**src/rtl/branch_resolver_pkg.sv**
```systemverilog
// Shared types for the branch resolver: queue entry layout and FSM states.
// Build option: BRANCH_RESOLVER_STATS_EN adds resolution/mispredict counters.
package branch_resolver_pkg;

    localparam int XLEN_DEF = 32;

    typedef struct packed {
        logic [XLEN_DEF-1:0] pc;
        logic                taken;
        logic [XLEN_DEF-1:0] target;
    } entry_t;

    typedef enum logic {
        RUN   = 1'b0,
        FLUSH = 1'b1
    } state_e;

endpackage

```
**src/rtl/branch_resolver_fifo.sv**
```systemverilog
// In-order queue of outstanding predictions, oldest entry shown at head_o.
// Clear wins over a same-cycle push so a flush leaves the queue empty.
module branch_resolver_fifo
    import branch_resolver_pkg::*;
#(
    parameter int DEPTH = 4,
    localparam int AW   = $clog2(DEPTH)
) (
    input  logic        clk,
    input  logic        rst_n,
    input  logic        push_i,
    input  entry_t      data_i,
    input  logic        pop_i,
    input  logic        clear_i,
    output entry_t      head_o,
    output logic        full_o,
    output logic        empty_o,
    output logic [AW:0] count_o
);

    localparam logic [AW:0] DEPTH_C = (AW+1)'(DEPTH);

    entry_t        mem_q [DEPTH];
    logic [AW-1:0] wptr_q;
    logic [AW-1:0] rptr_q;
    logic [AW:0]   cnt_q;
    logic          do_push;
    logic          do_pop;

    assign full_o  = (cnt_q == DEPTH_C);
    assign empty_o = (cnt_q == '0);
    assign count_o = cnt_q;
    assign head_o  = mem_q[rptr_q];
    assign do_push = push_i && !full_o && !clear_i;
    assign do_pop  = pop_i && !empty_o && !clear_i;

    // Entry storage; contents are don't-care until pushed.
    always_ff @(posedge clk) begin
        if (do_push) begin
            mem_q[wptr_q] <= data_i;
        end
    end

    // Pointers wrap naturally because DEPTH is a power of two.
    always_ff @(posedge clk or negedge rst_n) begin
        if (!rst_n) begin
            wptr_q <= '0;
            rptr_q <= '0;
            cnt_q  <= '0;
        end else if (clear_i) begin
            wptr_q <= '0;
            rptr_q <= '0;
            cnt_q  <= '0;
        end else begin
            if (do_push) begin
                wptr_q <= wptr_q + AW'(1);
            end
            if (do_pop) begin
                rptr_q <= rptr_q + AW'(1);
            end
            case ({do_push, do_pop})
                2'b10:   cnt_q <= cnt_q + (AW+1)'(1);
                2'b01:   cnt_q <= cnt_q - (AW+1)'(1);
                default: cnt_q <= cnt_q;
            endcase
        end
    end

endmodule

```
**src/rtl/branch_resolver.sv**
```systemverilog
// Matches predictions against execute outcomes, trains the predictor and
// raises a one-cycle flush on mispredict. Option: BRANCH_RESOLVER_STATS_EN.
module branch_resolver
    import branch_resolver_pkg::*;
#(
    parameter int XLEN  = XLEN_DEF,
    parameter int DEPTH = 4
) (
    input  logic            clk,
    input  logic            rst_n,
    input  logic            pred_valid,
    output logic            pred_ready,
    input  logic [XLEN-1:0] pred_pc,
    input  logic            pred_taken,
    input  logic [XLEN-1:0] pred_target,
    input  logic            res_valid,
    output logic            res_ready,
    input  logic            res_taken,
    input  logic [XLEN-1:0] res_target,
    output logic            upd_valid,
    input  logic            upd_ready,
    output logic [XLEN-1:0] upd_pc,
    output logic            upd_taken,
    output logic [XLEN-1:0] upd_target,
    output logic            flush,
    output logic [XLEN-1:0] redirect_pc
`ifdef BRANCH_RESOLVER_STATS_EN
    ,
    output logic [15:0]     resolved_cnt,
    output logic [15:0]     mispred_cnt
`endif
);

    localparam int          AW      = $clog2(DEPTH);
    localparam logic [AW:0] DEPTH_C = (AW+1)'(DEPTH);

    state_e          state_q, state_d;
    entry_t          push_e, head_e;
    logic            full, empty;
    logic [AW:0]     count;
    logic            run, push, pop, mispred, clear;
    logic            upd_valid_q;
    logic [XLEN-1:0] upd_pc_q, upd_target_q;
    logic            upd_taken_q;
    logic [XLEN-1:0] redir_q, redir_d;

    assign push_e = '{pc: pred_pc, taken: pred_taken, target: pred_target};

    assign run        = (state_q == RUN);
    assign pred_ready = run && !full && (count < DEPTH_C);
    assign res_ready  = run && !empty && (!upd_valid_q || upd_ready);
    assign push       = pred_valid && pred_ready;
    assign pop        = res_valid && res_ready;
    assign mispred    = (head_e.taken != res_taken)
                     || (head_e.taken && (head_e.target != res_target));
    assign clear      = pop && mispred;

    branch_resolver_fifo #(
        .DEPTH (DEPTH)
    ) u_fifo (
        .clk     (clk),
        .rst_n   (rst_n),
        .push_i  (push),
        .data_i  (push_e),
        .pop_i   (pop),
        .clear_i (clear),
        .head_o  (head_e),
        .full_o  (full),
        .empty_o (empty),
        .count_o (count)
    );

    // FSM next state and the redirect address captured on mispredict.
    always_comb begin
        state_d = state_q;
        redir_d = redir_q;
        unique case (state_q)
            RUN: begin
                if (clear) begin
                    state_d = FLUSH;
                    redir_d = res_taken ? res_target
                                        : head_e.pc + XLEN'(4);
                end
            end
            FLUSH: begin
                state_d = RUN;
                redir_d = '0;
            end
            default: begin
                state_d = RUN;
                redir_d = '0;
            end
        endcase
    end

    // FSM state and redirect register.
    always_ff @(posedge clk or negedge rst_n) begin
        if (!rst_n) begin
            state_q <= RUN;
            redir_q <= '0;
        end else begin
            state_q <= state_d;
            redir_q <= redir_d;
        end
    end

    // Training write: loaded on acceptance, held until the predictor takes it.
    always_ff @(posedge clk or negedge rst_n) begin
        if (!rst_n) begin
            upd_valid_q  <= 1'b0;
            upd_pc_q     <= '0;
            upd_taken_q  <= 1'b0;
            upd_target_q <= '0;
        end else if (pop) begin
            upd_valid_q  <= 1'b1;
            upd_pc_q     <= head_e.pc;
            upd_taken_q  <= res_taken;
            upd_target_q <= res_target;
        end else if (upd_ready) begin
            upd_valid_q  <= 1'b0;
        end
    end

    assign upd_valid   = upd_valid_q;
    assign upd_pc      = upd_pc_q;
    assign upd_taken   = upd_taken_q;
    assign upd_target  = upd_target_q;
    assign flush       = (state_q == FLUSH);
    assign redirect_pc = flush ? redir_q : '0;

`ifdef BRANCH_RESOLVER_STATS_EN
    logic [15:0] resolved_q, mispred_q;

    // Free-running event counters, wrapping at 16 bits.
    always_ff @(posedge clk or negedge rst_n) begin
        if (!rst_n) begin
            resolved_q <= '0;
            mispred_q  <= '0;
        end else begin
            if (pop) begin
                resolved_q <= resolved_q + 16'd1;
            end
            if (clear) begin
                mispred_q <= mispred_q + 16'd1;
            end
        end
    end

    assign resolved_cnt = resolved_q;
    assign mispred_cnt  = mispred_q;
`endif

endmodule

```
**config.mk**
```make
export PLATFORM = sky130hd
export DESIGN_NAME = branch_resolver
export DESIGN_NICKNAME = d
export VERILOG_FILES = /design/src/rtl/branch_resolver_pkg.sv /design/src/rtl/branch_resolver_fifo.sv /design/src/rtl/branch_resolver.sv
export SDC_FILE = /design/constraint.sdc
export NUM_CORES = 1
export LEC_CHECK = 0
export ABC_CLOCK_PERIOD_IN_PS = 13300
export CAP_MARGIN = 10
export CELL_PAD_IN_SITES_DETAIL_PLACEMENT = 2
export CELL_PAD_IN_SITES_GLOBAL_PLACEMENT = 2
export CORE_MARGIN = 4
export CORE_UTILIZATION = 30
export CTS_CLUSTER_DIAMETER = 60
export DETAILED_ROUTE_END_ITERATION = 8
export GPL_TIMING_DRIVEN = 0
export HOLD_SLACK_MARGIN = 0.1
export PLACE_DENSITY = 0.68
export SLEW_MARGIN = 0
export SYNTH_ARGS = -nofsm -noshare
export SYNTH_HDL_FRONTEND = slang
export SYNTH_HIERARCHICAL = 1
export SYNTH_SLANG_ARGS = --single-unit
```
**constraint.sdc**
```tcl
create_clock -name clk -period 13.3 [get_ports clk]
set_input_delay 1.33 -clock clk [delete_from_list [all_inputs] [get_ports clk]]
set_output_delay 1.33 -clock clk [all_outputs]
set_load 0.02 [all_outputs]
```
Yosys cells after proc, flatten, opt, wreduce, memory -nomap -nowiden --
Memory sizes are Yosys's and may differ from the RTL's. Cells that the tools add are included.
Operators by class: muxes and demuxes 16, reduce and logical (&&, ||, !) cells 23, equality and inequality tests 6, $lt $le $gt $ge 1, bitwise operators 1, add/subtract/negate cells 5
Operators by type and width (count):
- two-way mux 32 bit | 3
- case mux 32 bit (2 select lines) | 1
- adder 32 x 3 -> 32 bit (second input constant) | 1
- != test 32 bit | 1
- logical AND 1 bit | 12
- two-way mux 2 bit | 4
- case mux 3 bit (2 select lines) | 1
- nonzero test 2 bit | 3
- two-way mux 1 bit | 5
- adder 2 x 1 -> 2 bit (second input constant) | 2
- logical NOT 1 bit | 4
- adder 3 x 1 -> 3 bit (second input constant) | 1
- equality test 3 bit (second input constant) | 1
- logical NOT 3 bit | 1
- < comparator 3 bit (second input constant) | 1
- two-way mux 3 bit | 1
- nonzero test 3 bit | 1
- subtractor 3 x 1 -> 3 bit (second input constant) | 1
- equality test 2 x 1 -> 1 bit (second input constant) | 1
- equality test 2 bit (second input constant) | 1
- logical OR 1 bit | 2
- != test 2 x 1 -> 1 bit (second input constant) | 1
- case mux 1 bit (2 select lines) | 1
- != test 1 bit | 1
- NOT 1 bit | 1
Storage, ports and cells: input port bits 103, word-level logic and storage cells 62, memories kept 1, memory bits (writable) 260, register bits 106, output and inout port bits 101
Memories:
- u_fifo.mem_q | words 4, bits a word 65, read ports 1, clocked after memory_dff 0, wr ports 1, RTL line branch_resolver_fifo.sv:23 | entry_t mem_q [DEPTH];

Logic depth before layout (Yosys ltp) --
Gate-level depths: netlist of run 1.
depth after elaboration 11, gate-level depth with buffers 16, gate-level depth less buffers 12

Hierarchy --
Netlist of run 1, hierarchy kept.
Modules (own cells, without submodules):
- branch_resolver_fifo | cells an instance 405, sequential area each 7982.7 um^2, instances 1, area an instance 9965.8 um^2
- branch_resolver | cells an instance 495, sequential area each 2477.4 um^2, instances 1, area an instance 5335.1 um^2

Least setup slack after synthesis of run 1 --
OpenSTA, ideal clock, no wires.
path type input-to-reg, from input port res_target[28], to memory u_fifo/mem_q[0][0] in the netlist's numbering, enable pin, cell stages on the path 10, library setup time 0.430 ns, arrival time 4.809 ns, slack 8.061 ns, required time 12.870 ns, buffers on the path 2, path through xor2_1 -> nor4_2 -> nand4_1 -> or4_1 -> o21ai_2 -> inv_2 -> buf_4 -> clkbuf_1 -> nor3_1 -> and2_1
On the way: word-level cells in the longest chain between the ends 8
Ends and longest elaborated chain:
- start, declared | RTL line branch_resolver.sv:19 | input logic [XLEN-1:0] res_target,
- != test 32 bit | RTL line branch_resolver.sv:55 | || (head_e.taken && (head_e.target != res_target));
- logical AND 1 bit | RTL line branch_resolver.sv:55
- logical OR 1 bit | RTL line branch_resolver.sv:55
- logical AND 1 bit | RTL line branch_resolver.sv:56 | assign clear = pop && mispred;
- net clear | RTL line branch_resolver.sv:41 | logic run, push, pop, mispred, clear;
- logical NOT 1 bit | RTL line branch_resolver_fifo.sv:34 | assign do_push = push_i && !full_o && !clear_i;
- logical AND 1 bit | RTL line branch_resolver_fifo.sv:34
- two-way mux 1 bit | RTL line branch_resolver_fifo.sv:39 | if (do_push) begin
- two-way mux 1 bit (not written as such) | RTL line branch_resolver_fifo.sv:40 | mem_q[wptr_q] <= data_i;
- end, declared | RTL line branch_resolver_fifo.sv:23
The timed path passes the listed nets, and every way through them passes these cells.

==> impl_results.md, run 1 <==
- Most common flop cell mapped by yosys: edfxtp_1
- DR iter-0 viols: 507
- Sw frac: 0.328
- Layout cells sized above 1: 0.201
- Core area: 50,300 um^2
- Mapped Area: 15,300 um^2
- Worst setup SP type: flop
- Avg Cell Area, Syn: 17.0 um^2
- Total gr overflow: 0
- Peak Freq: 0.184 GHz
- Setup TNS: 0 ps
- Via density: 4.86
- Hold Vio Cnt, Final: 0
- Placer Congestion: 0.726
- Synthesized flop and latch total: 366
- Root buf cell: clkbuf_16
- Nets: 1,262
- FFs w/ async S/R, synth: 0.290
- Commonest cells after routing, fill and taps aside: edfxtp_1 (260), clkdlybuf4s50_1 (201), dfrtp_1 (106)
- Setup crit start: u_fifo/rptr_q[1]
- Placement Cell Area: 18,300 um^2
- Worst-skew pair later-pin latency: 570 ps
- ANT cells: 0
- TritonCTS clock tree: built
- Reg2Reg Depth: 14
- Gate power share: 0.352
- Hold path startpoint: upd_pc[0]
- Wirelength per Cell: 25.4 um
- Power Internal: 2.95 mW
- Critical path class: flop to flop
- Worst slew margin: 0.212
- Clock power frac: 0.280
- Leak: 6.88 nW
- Synth Area in Compound Gates: 0.0286
- Top cells by area, synth: edfxtp_1 (51%), dfrtp_1 (17%), mux4_2 (9.6%), mux2_2 (4.4%), xor2_1 (2.6%)
- Post-synth top area share: 0.510
- Bufs on Longest Clock Path: 3
- Max VDD drop: 0.000131 V
- Fin area: 19,800 um^2
- Routed WL: 47.3 mm
- Multiplexer share of the synthesized area: 0.155
- DRT Pass-1 Iters: 5
- # resized after CTS: 0
- Reg2reg start: u_fifo/rptr_q[1]
- Warnings, synthesis: 6
- DR DRC count: 0
- Register area: 10,500 um^2
- Crit Path Max Fanout: 38
- CP max stage delay: 580 ps
- Clk slew on worst S/H paths: 60 ps
- Worst Skew: 25.0 ps
- Synth Area in Simple Gates: 0.0702
- Vias: 9,026
- Fillers: 4,903
- Pwr dens: 221 nW/um^2
- Worst setup path endpoint: u_fifo/mem_q[2][64]
- Max-cap violation count: 0
- Sw Pwr: 1.44 mW
- Clock sink count: 366
- Tightest Hold Check Type: flop to flop
- Syn Nets: 1,009
- Min cycle time layout: 5440 ps
- First-pass GRT wire length: 69.1 mm
- Worst-path cell chain: buf_2, buf_2, mux4_2, xor2_1, nor4_2, nand4_1, or4_1, o21ai_2, inv_2, buf_4, clkbuf_1, nor3_1, and2_4, buf_16
- Final Max Slew Viols: 0
- CP Capture Type: flop
- Final setup fails: 0
- Die span in y: 234 um
- CP Data Arrival Time: 5670 ps
- Initial Utilization: 0.304
- Antenna-violating nets left: 0
- Post-CTS Hold Fix Bufs: 0
- Most common cell after layout, fill and taps aside: edfxtp_1
- Port Buffer Count: 202
- Vias in the first global route: 9,938
- Antenna violations before repair: 5
- Sequential share of power: 0.368
- Postcts setup bufs: 0
- Final period util: 0.409
- Crit path required time: 13,540 ps
- FF-to-FF End: u_fifo/mem_q[2][64]
- WP buf/inv: 6
- Status: completed
- Register area share after synthesis: 0.684
- H-Tree Depth: 2
- Synth Instances: 900
- Post-detail-place hpwl: 33.7 mm
- Slew @ Worst Pin: 1180 ps
- Gr usage total: 0.174
- Largest family of logic cells by synthesized area: multiplexers
- Synth Area in XOR/XNOR: 0.0355
- Width of the die: 234 um
- Row cnt: 82
- Die area: 54,700 um^2
- Footprint of the multi-input gates: 4520 um^2
- WP depth: 14
- Most used cell, CP: buf_2
- R2r setup slk: 7860 ps
- Adder-cell share of the synthesized area: 0.00540
- Distinct cell type count after synthesis: 55
- Yosys top cell by area: edfxtp_1
- Largest net degree at the start of global routing: 86
- Synth-to-Final Area Change: 29.4%
- Num CTS Buffers: 44
- Unrepaired setup endpoints after global routing: no
- Number of top-level pins: 204
- Crit path max-delay family: simple AND/OR/NAND/NOR gates
- Post-synth EDFFs: 260
- Slowest stage cell on the critical path: and2_4
flip-flops by register name, indices dropped and copies added, names as in the netlist:
name	flops
flush	1
u_fifo/rptr_q	2
u_fifo/count_o	3
redir_q	32
upd_target	32
upd_valid	1
upd_pc	32
u_fifo/wptr_q	2
upd_taken	1
u_fifo/mem_q	260
worst register-to-register path: stages, from the launching register on:
cell and delay (ps):
dfrtp_1 380, buf_2 370, buf_2 410, mux4_2 390, xor2_1 180, nor4_2 460
nand4_1 150, or4_1 560, o21ai_2 230, inv_2 70, buf_4 200, clkbuf_1 250
nor3_1 500, and2_4 580, buf_16 310
worst min path at each step:
stage,end,slack [ps],depth (start not counted)
detailed placement,upd_pc[0],480,2
finish,upd_pc[0],490,2
floorplan,redir_q[17],440,2
global route,upd_target[4],520,1
global placement,redir_q[17],460,2
CTS,upd_pc[0],490,2
power groups by stage:
stage          logic [mW]  clock network [mW]  registers [mW]
2_1_floorplan       0.797                   0            1.74
3_3_place_gp         1.52                   0            1.64
3_5_place_dp         1.57                   0            1.64
4_1_cts              1.58                1.26            1.62
5_1_grt              1.66                1.31            1.64
6_report             1.54                1.23            1.61
routing by layer:
layer	vias up	part of all wire	GRT usage
met5	-	0.0013	0
met4	10	0.019	0.0440
met3	62	0.054	0.0379
met2	214	0.50	0.295
met1	4788	0.43	0.227
li1	3952	-	-
synth_stat cells (2+ instances only):
library cell / instances
o21ai_0: 24
nand2_1: 39
mux2_2: 60
and2_1: 39
xor2_1: 45
mux4_2: 65
or3_1: 3
and4_1: 3
clkbuf_1: 23
nand2b_1: 21
buf_2: 11
nand3_1: 14
buf_4: 5
nor2b_1: 3
nor4_2: 2
buf_6: 2
and3_1: 2
xnor2_1: 17
nor4b_2: 2
a22o_1: 13
o21a_1: 4
inv_1: 10
nor3_1: 10
a21oi_1: 12
mux2_4: 3
ha_1: 5
nor2_1: 26
nand4_1: 12
edfxtp_1: 260
o21ai_1: 2
mux2i_1: 19
buf_12: 4
nor4_1: 13
dfrtp_1: 106
metrics by stage:
stage | worst slack [ps] | utilization | power, mW | hold slack [ps] | instances
global route | 7520 | 0.394 | 4.62 | 516 | 1859
CTS | 7740 | 0.394 | 4.46 | 494 | 1859
detailed placement | 7330 | 0.364 | 3.20 | 479 | 1779
global placement | 5310 | 0.361 | 3.15 | 461 | 1774
finish | 7860 | 0.394 | 4.38 | 490 | 1859
floorplan | 8060 | - | 2.53 | 442 | 900
cell type report:
cell class	instances	area share
timing repair buffer	207	0.109
clock buffer	60	0.0622
sequential	366	0.528
clock inverter	20	0.0126
buffer	46	0.0145
tap	672	0.0425
inverter	11	0.00209
multi-input combinational	477	0.229
logic make-up (layout without fill, tap and decap cells):
| family | Yosys count | in the layout |
|---|---|---|
| multiplexers | 147 | 147 |
| XOR/XNOR | 62 | 62 |
| adder cells (fa/ha/maj) | 6 | 6 |
| buffers and inverters | 57 | 344 |
| flip-flops | 366 | 366 |
| AND/OR/NAND/NOR | 195 | 195 |
| AO/OA/AOI/OAI | 67 | 67 |
No activity file was read; power rests on OpenSTA's default activity.
==> run 2: changes to the inputs <==
Settings changed: ABC_CLOCK_PERIOD_IN_PS 13300 to 5300.
Clock period 13.3 ns to 5.3 ns, I/O delays scaled along.
==> run 2 against run 1 <==
Compared with the run above: clock skew increased by 0.55 ps; clock power increased to 2.5 times the previous value; total power increased to 2.5 times the previous value; global-route usage increased by 0.42 points; sequential share of layout area decreased by 0.39 points; final cell count increased by 0.59%; critical endpoint is now u_fifo/mem_q[3][62]; count of clock-buffer cells in the layout unchanged.
==> impl_results.md, run 2 (same netlist as run 1, synthesis figures left out) <==
- Status: completed
- DRT Pass-1 Iters: 4 (-1)
- Synth-to-Final Area Change: 30.3%
- Port Buffer Count: 202 (unchanged)
- Hold Vio Cnt, Final: 0 (unchanged)
- H-Tree Depth: 2 (unchanged)
- ANT cells: 0 (unchanged)
- Row cnt: 82 (unchanged)
- Final core utilization: 0.397 (+0.00291)
- Die area: 54,700 um^2 (unchanged)
- Met3 usage: 0.0378 (-0.000121)
- Min cycle time layout: 4920 ps (-516 ps)
- Commonest cells after routing, fill and taps aside: edfxtp_1 (260), clkdlybuf4s50_1 (201), dfrtp_1 (106)
- Root buf cell: clkbuf_16
- Worst Skew: 25.6 ps (+0.546 ps)
- Worst setup SP type: flop
- Post-detail-place hpwl: 33.7 mm (unchanged)
- Antenna-violating nets left: 0 (unchanged)
- Peak Freq: 0.203 GHz (+10%)
- Via density: 4.84 (-0.24%)
- Width of the die: 234 um (unchanged)
- Leak: 6.94 nW (+0.94%)
- Placer Congestion: 0.726 (unchanged)
- Wirelength per Cell: 25.9 um (+1.8%)
- Worst-skew pair later-pin latency: 570 ps (about the same)
- Crit path required time: 5540 ps (-8000 ps)
- Clock sink count: 366 (unchanged)
- Total gr overflow: 0 (unchanged)
- Core area: 50,300 um^2 (unchanged)
- Tightest Hold Check Type: input pin to async pin
- Vias in the first global route: 10,058 (+1.2%)
- Vias: 9,058 (+0.35%)
- Placement Cell Area: 18,300 um^2 (unchanged)
- Crit Path Max Fanout: 38 (unchanged)
- Max-cap violation count: 0 (unchanged)
- Max VDD drop: 0.000330 V (+150%)
- Largest net degree at the start of global routing: 86 (unchanged)
- Most common cell after layout, fill and taps aside: edfxtp_1
- M2 GR Usage: 0.305 (+0.00966)
- Fin area: 19,900 um^2 (+0.74%)
- Final period util: 0.928 (+0.520)
- Gr usage total: 0.178 (+0.00418)
- Max reg flops: 260 (unchanged)
- Footprint of the multi-input gates: 4560 um^2 (+0.91%)
- Bufs on Longest Clock Path: 3 (unchanged)
- CP Data Arrival Time: 5160 ps (-510 ps)
- Layout cells sized above 1: 0.208 (+0.00734)
- TritonCTS clock tree: built
- DR iter-0 viols: 546 (+7.7%)
- Die span in y: 234 um (unchanged)
- Final setup fails: 0 (unchanged)
- Critical path class: flop to flop
- Clk slew on worst S/H paths: 60 ps (about the same)
- Gr busiest metal: met2
- CP Capture Type: flop
- DR DRC count: 0 (unchanged)
- Initial Utilization: 0.304 (unchanged)
- Antenna violations before repair: 5 (unchanged)
- Worst slew margin: 0.245 (+0.0325)
- Unrepaired setup endpoints after global routing: no
- Num CTS Buffers: 44 (unchanged)
- Routed WL: 48.4 mm (+2.4%)
- Met1 global-route usage: 0.232 (+0.00439)
- Final Max Slew Viols: 0 (unchanged)
- Pwr dens: 556 nW/um^2 (+150%)
- Register area: 10,500 um^2 (unchanged)
- Nets: 1,273 (+0.87%)
- First-pass GRT wire length: 70.4 mm (+1.9%)
- Number of top-level pins: 204 (unchanged)
- Slew @ Worst Pin: 1130 ps (-48.6 ps)
- Register with the most flip-flops: u_fifo/mem_q
- Fillers: 4,896 (-0.14%)
==> run 2: cell count changes in the layout (fill, tap and decap cells not counted), sizes merged <==
cell	change
and2	+4
dlygate4sd3	+1
buf	+6
==> run 2: routing by layer <==
metal	vias to the layer above	share of wire
li1	3976	-
met5	-	0.0013
met2	213	0.50
met4	10	0.018
met1	4799	0.42
met3	60	0.059
==> run 2: path summary, 6_finish.rpt <==
| check | startpoint | end | slack [ps] | cells past startpoint |
|---|---|---|---|---|
| worst min register to register | upd_pc[0] | upd_pc[0] | 490 | 2 |
| worst max-delay path | u_fifo/rptr_q[1] | u_fifo/mem_q[3][62] | 380 | 15 |
| worst min-delay path | rst_n | upd_pc[9] | 390 | 2 |
| max in group asynchronous | rst_n | upd_pc[29] | 4110 | 3 |
| worst max register to register | u_fifo/rptr_q[1] | u_fifo/mem_q[3][62] | 380 | 15 |
| min in group clk | res_taken | redir_q[31] | 440 | 4 |
==> run 2: area by class of cell <==
cell class                      instances  area share
Timing Repair Buffer                  214       0.114
Clock buffer                           60      0.0617
Tap cell                              672      0.0422
Inverter                               11     0.00207
Multi-Input combinational cell        481       0.229
Buffer                                 46      0.0144
Clock inverter                         20      0.0125
Sequential cell                       366       0.525
==> run 2: critical path, stage by stage (launching register included) <==
cell and delay, ps:
dfrtp_1 380, buf_2 360, buf_2 400, mux4_2 380, xor2_1 180, nor4_2 460, nand4_1 150, or4_1 560
o21ai_2 220, inv_2 70, buf_4 200, clkbuf_1 280, nor3_4 260, buf_4 170, and2_4 200, buf_16 230
==> run 2: power breakdown <==
group / switching [mW] / internal (mW) / leakage [nW] / total (mW)
Sequential: 0.279 / 3.77 / 3.66 / 4.05
Clock: 1.20 / 1.87 / 0.715 / 3.08
Combinational: 2.17 / 1.80 / 2.57 / 3.97
Total: 3.65 / 7.44 / 6.94 / 11.1
==> run 2: through the flow <==
step	std cells	power (mW)	setup TNS, ps	hold WS (ps)	worst slack, ps
5_1_grt	1870	11.7	0	413	40.2
4_1_cts	1868	11.3	0	370	176
6_report	1870	11.1	0	392	379
3_3_place_gp	1774	7.91	-708860	461	-2260
3_5_place_dp	1779	8.04	-37890	415	-284
2_1_floorplan	900	6.36	0	234	232
==> run 2: what timing repair did <==
action	CTS	global route
hold buffers	1	0
pin swaps	4	1
gates resized for setup	2	0
setup buffers	4	2
gates cloned	4	0
setup endpoints to repair	151	138
endpoints found under the hold margin	21	0
==> run 3: changes to the inputs <==
Settings changed: CELL_PAD_IN_SITES_DETAIL_PLACEMENT 2 to 1, CELL_PAD_IN_SITES_GLOBAL_PLACEMENT 2 to 1, PLACE_DENSITY 0.68 to 0.61, SLEW_MARGIN 0 to default.
==> run 3 against run 2 <==
Compared with the run above: count of clock-buffer cells in the layout grew 1; largest cell class unchanged; worst hold slack gained 36 ps; flip-flop and latch count is the same; sequential power is essentially flat; register-to-register slack lost 20 ps; critical endpoint is now u_fifo/mem_q[2][42]; fmax shrank 0.40%; wire length shrank 2.8%; clock skew shrank 11 ps; final cell count shrank 0.21%; die area is the same; critical path depth shrank 1.
==> impl_results.md, run 3 (same netlist as run 1, synthesis figures left out) <==
- Status: completed
- Pwr dens: 552 nW/um^2 (-0.82%)
- Most common cell after layout, fill and taps aside: edfxtp_1
- Num CTS Buffers: 43 (-2.3%)
- Slowest stage cell on the critical path: or4_1
- Gr usage total: 0.172 (-0.00610)
- Max-cap violation count: 0 (unchanged)
- Row cnt: 82 (unchanged)
- Max VDD drop: 0.000221 V (-33%)
- Worst slew margin: 0.389 (+0.144)
- Setup TNS: 0 ps (unchanged)
- First-pass GRT wire length: 68.2 mm (-3.2%)
- Post-detail-place hpwl: 33.3 mm (-1.2%)
- Width of the die: 234 um (unchanged)
- Worst-path cell chain: buf_2, buf_2, mux4_2, xor2_1, nor4_4, nand4_1, or4_1, o21ai_2, inv_2, buf_4, clkbuf_1, nor3_4, and2_4, buf_16
- Fillers: 5,076 (+3.7%)
- Layout cells sized above 1: 0.202 (-0.00567)
- DRT Pass-1 Iters: 5 (+1)
- Die area: 54,700 um^2 (unchanged)
- Port Buffer Count: 202 (unchanged)
- Total gr overflow: 0 (unchanged)
- Routed WL: 47.1 mm (-2.8%)
- Nets: 1,267 (-0.47%)
- Antenna-violating nets left: 0 (unchanged)
- Register area: 10,500 um^2 (unchanged)
- DR iter-0 viols: 562 (+2.9%)
- Largest net degree at the start of global routing: 85 (-1.2%)
- Clk slew on worst S/H paths: 60 ps (about the same)
- WP buf/inv: 6 (-1)
- DR DRC count: 0 (unchanged)
- CP Data Arrival Time: 5160 ps (about the same)
- Root buf cell: clkbuf_16
- Worst Skew: 15.0 ps (-10.6 ps)
- Number of top-level pins: 204 (unchanged)
- Final core utilization: 0.394 (-0.00241)
- Min cycle time layout: 4940 ps (+19.5 ps)
- Placer Congestion: 0.789 (+8.8%)
- TritonCTS clock tree: built
- Worst setup SP type: flop
- Final setup fails: 0 (unchanged)
- CP max stage delay: 570 ps (about the same)
- Tightest Hold Check Type: input pin to async pin
- Core area: 50,300 um^2 (unchanged)
- Vias: 9,065 (+0.077%)
- Synth-to-Final Area Change: 29.5%
- Footprint of the multi-input gates: 4570 um^2 (+0.19%)
- Via density: 4.86 (+0.29%)
- Final Max Slew Viols: 0 (unchanged)
- Critical path class: flop to flop
- Register with the most flip-flops: u_fifo/mem_q
- Crit path max-delay family: simple AND/OR/NAND/NOR gates
- Unrepaired setup endpoints after global routing: no
- H-Tree Depth: 2 (unchanged)
- Max reg flops: 260 (unchanged)
- Die span in y: 234 um (unchanged)
- CP Capture Type: flop
- Wirelength per Cell: 25.2 um (-2.5%)
- Leak: 6.89 nW (-0.74%)
- Initial Utilization: 0.304 (unchanged)
- Bufs on Longest Clock Path: 3 (unchanged)
- Final period util: 0.932 (+0.00369)
- Clock sink count: 366 (unchanged)
- Hold WS: 428 ps (+35.9 ps)
- Most used cell, CP: buf_2
- Slew @ Worst Pin: 907 ps (-222 ps)
- Worst-skew pair later-pin latency: 550 ps (-20 ps)
- Vias in the first global route: 9,759 (-3.0%)
- Crit path required time: 5520 ps (-20 ps)
- Hold Vio Cnt, Final: 0 (unchanged)
- Crit Path Max Fanout: 41 (+7.9%)
- Commonest cells after routing, fill and taps aside: edfxtp_1 (260), clkdlybuf4s50_1 (201), dfrtp_1 (106)
- Antenna violations before repair: 4 (-1)
- Peak Freq: 0.202 GHz (-0.40%)
-- run 3: layer usage --
metal  global-route usage  up-vias  part of all wire
li1                     -     3978                 -
met1                0.234     4810              0.44
met2                0.282      216              0.49
met3               0.0373       55             0.053
met4               0.0434        6             0.019
met5                    0        -            0.0010
-- run 3: final timing paths --
check                      cells after the start                   to  slack [ps]        startpoint
max                                           14  u_fifo/mem_q[2][42]         360  u_fifo/rptr_q[1]
min                                            2           upd_pc[17]         430             rst_n
max reg2reg                                   14  u_fifo/mem_q[2][42]         360  u_fifo/rptr_q[1]
min reg2reg                                    2           upd_pc[14]         480        upd_pc[14]
max in group asynchronous                      3       upd_target[21]        4110             rst_n
min in group clk                               4          redir_q[31]         430         res_taken
-- run 3: layout make-up --
cell class / instances / share of cell area
Tap cell: 672 / 0.0424
Antenna cell: 2 / 0.000253
Buffer: 46 / 0.0146
Multi-Input combinational cell: 481 / 0.231
Timing Repair Buffer: 209 / 0.110
Inverter: 11 / 0.00208
Clock buffer: 61 / 0.0624
Sequential cell: 366 / 0.528
Clock inverter: 18 / 0.00985
-- run 3: what timing repair did --
item,4_1_cts,5_1_grt
setup buffers,0,1
hold buffers,1,0
setup endpoints to repair,160,160
pin swaps,4,1
hold endpoints to repair,22,0
gates resized for setup,2,2
gates cloned,4,0
-- run 3: worst register-to-register path, cell delays in order (launching register included) --
cell      delay [ps]
dfrtp_1          380
buf_2            350
buf_2            390
mux4_2           370
xor2_1           180
nor4_4           400
nand4_1          130
or4_1            570
o21ai_2          220
inv_2             70
buf_4            210
clkbuf_1         270
nor3_4           320
and2_4           410
buf_16           290
-- run 3: per-stage QoR --
stage | power (mW) | setup WS (ps) | instance area, um^2 | std cells
after floorplan | 6.36 | 232 | 15300 | 900
after global placement | 7.92 | -2280 | 18200 | 1774
after detailed placement | 8.01 | -134 | 18300 | 1779
after CTS | 11.1 | 6.19 | 19800 | 1863
after global routing | 11.5 | 43.5 | 19800 | 1864
final | 10.9 | 360 | 19800 | 1866
-- run 3: power breakdown --
part / leakage, nW / internal (mW) / total [mW] / switching, mW
sequential: 3.66 / 3.77 / 4.05 / 0.285
combinational: 2.53 / 1.77 / 3.90 / 2.13
clock: 0.700 / 1.82 / 2.98 / 1.16
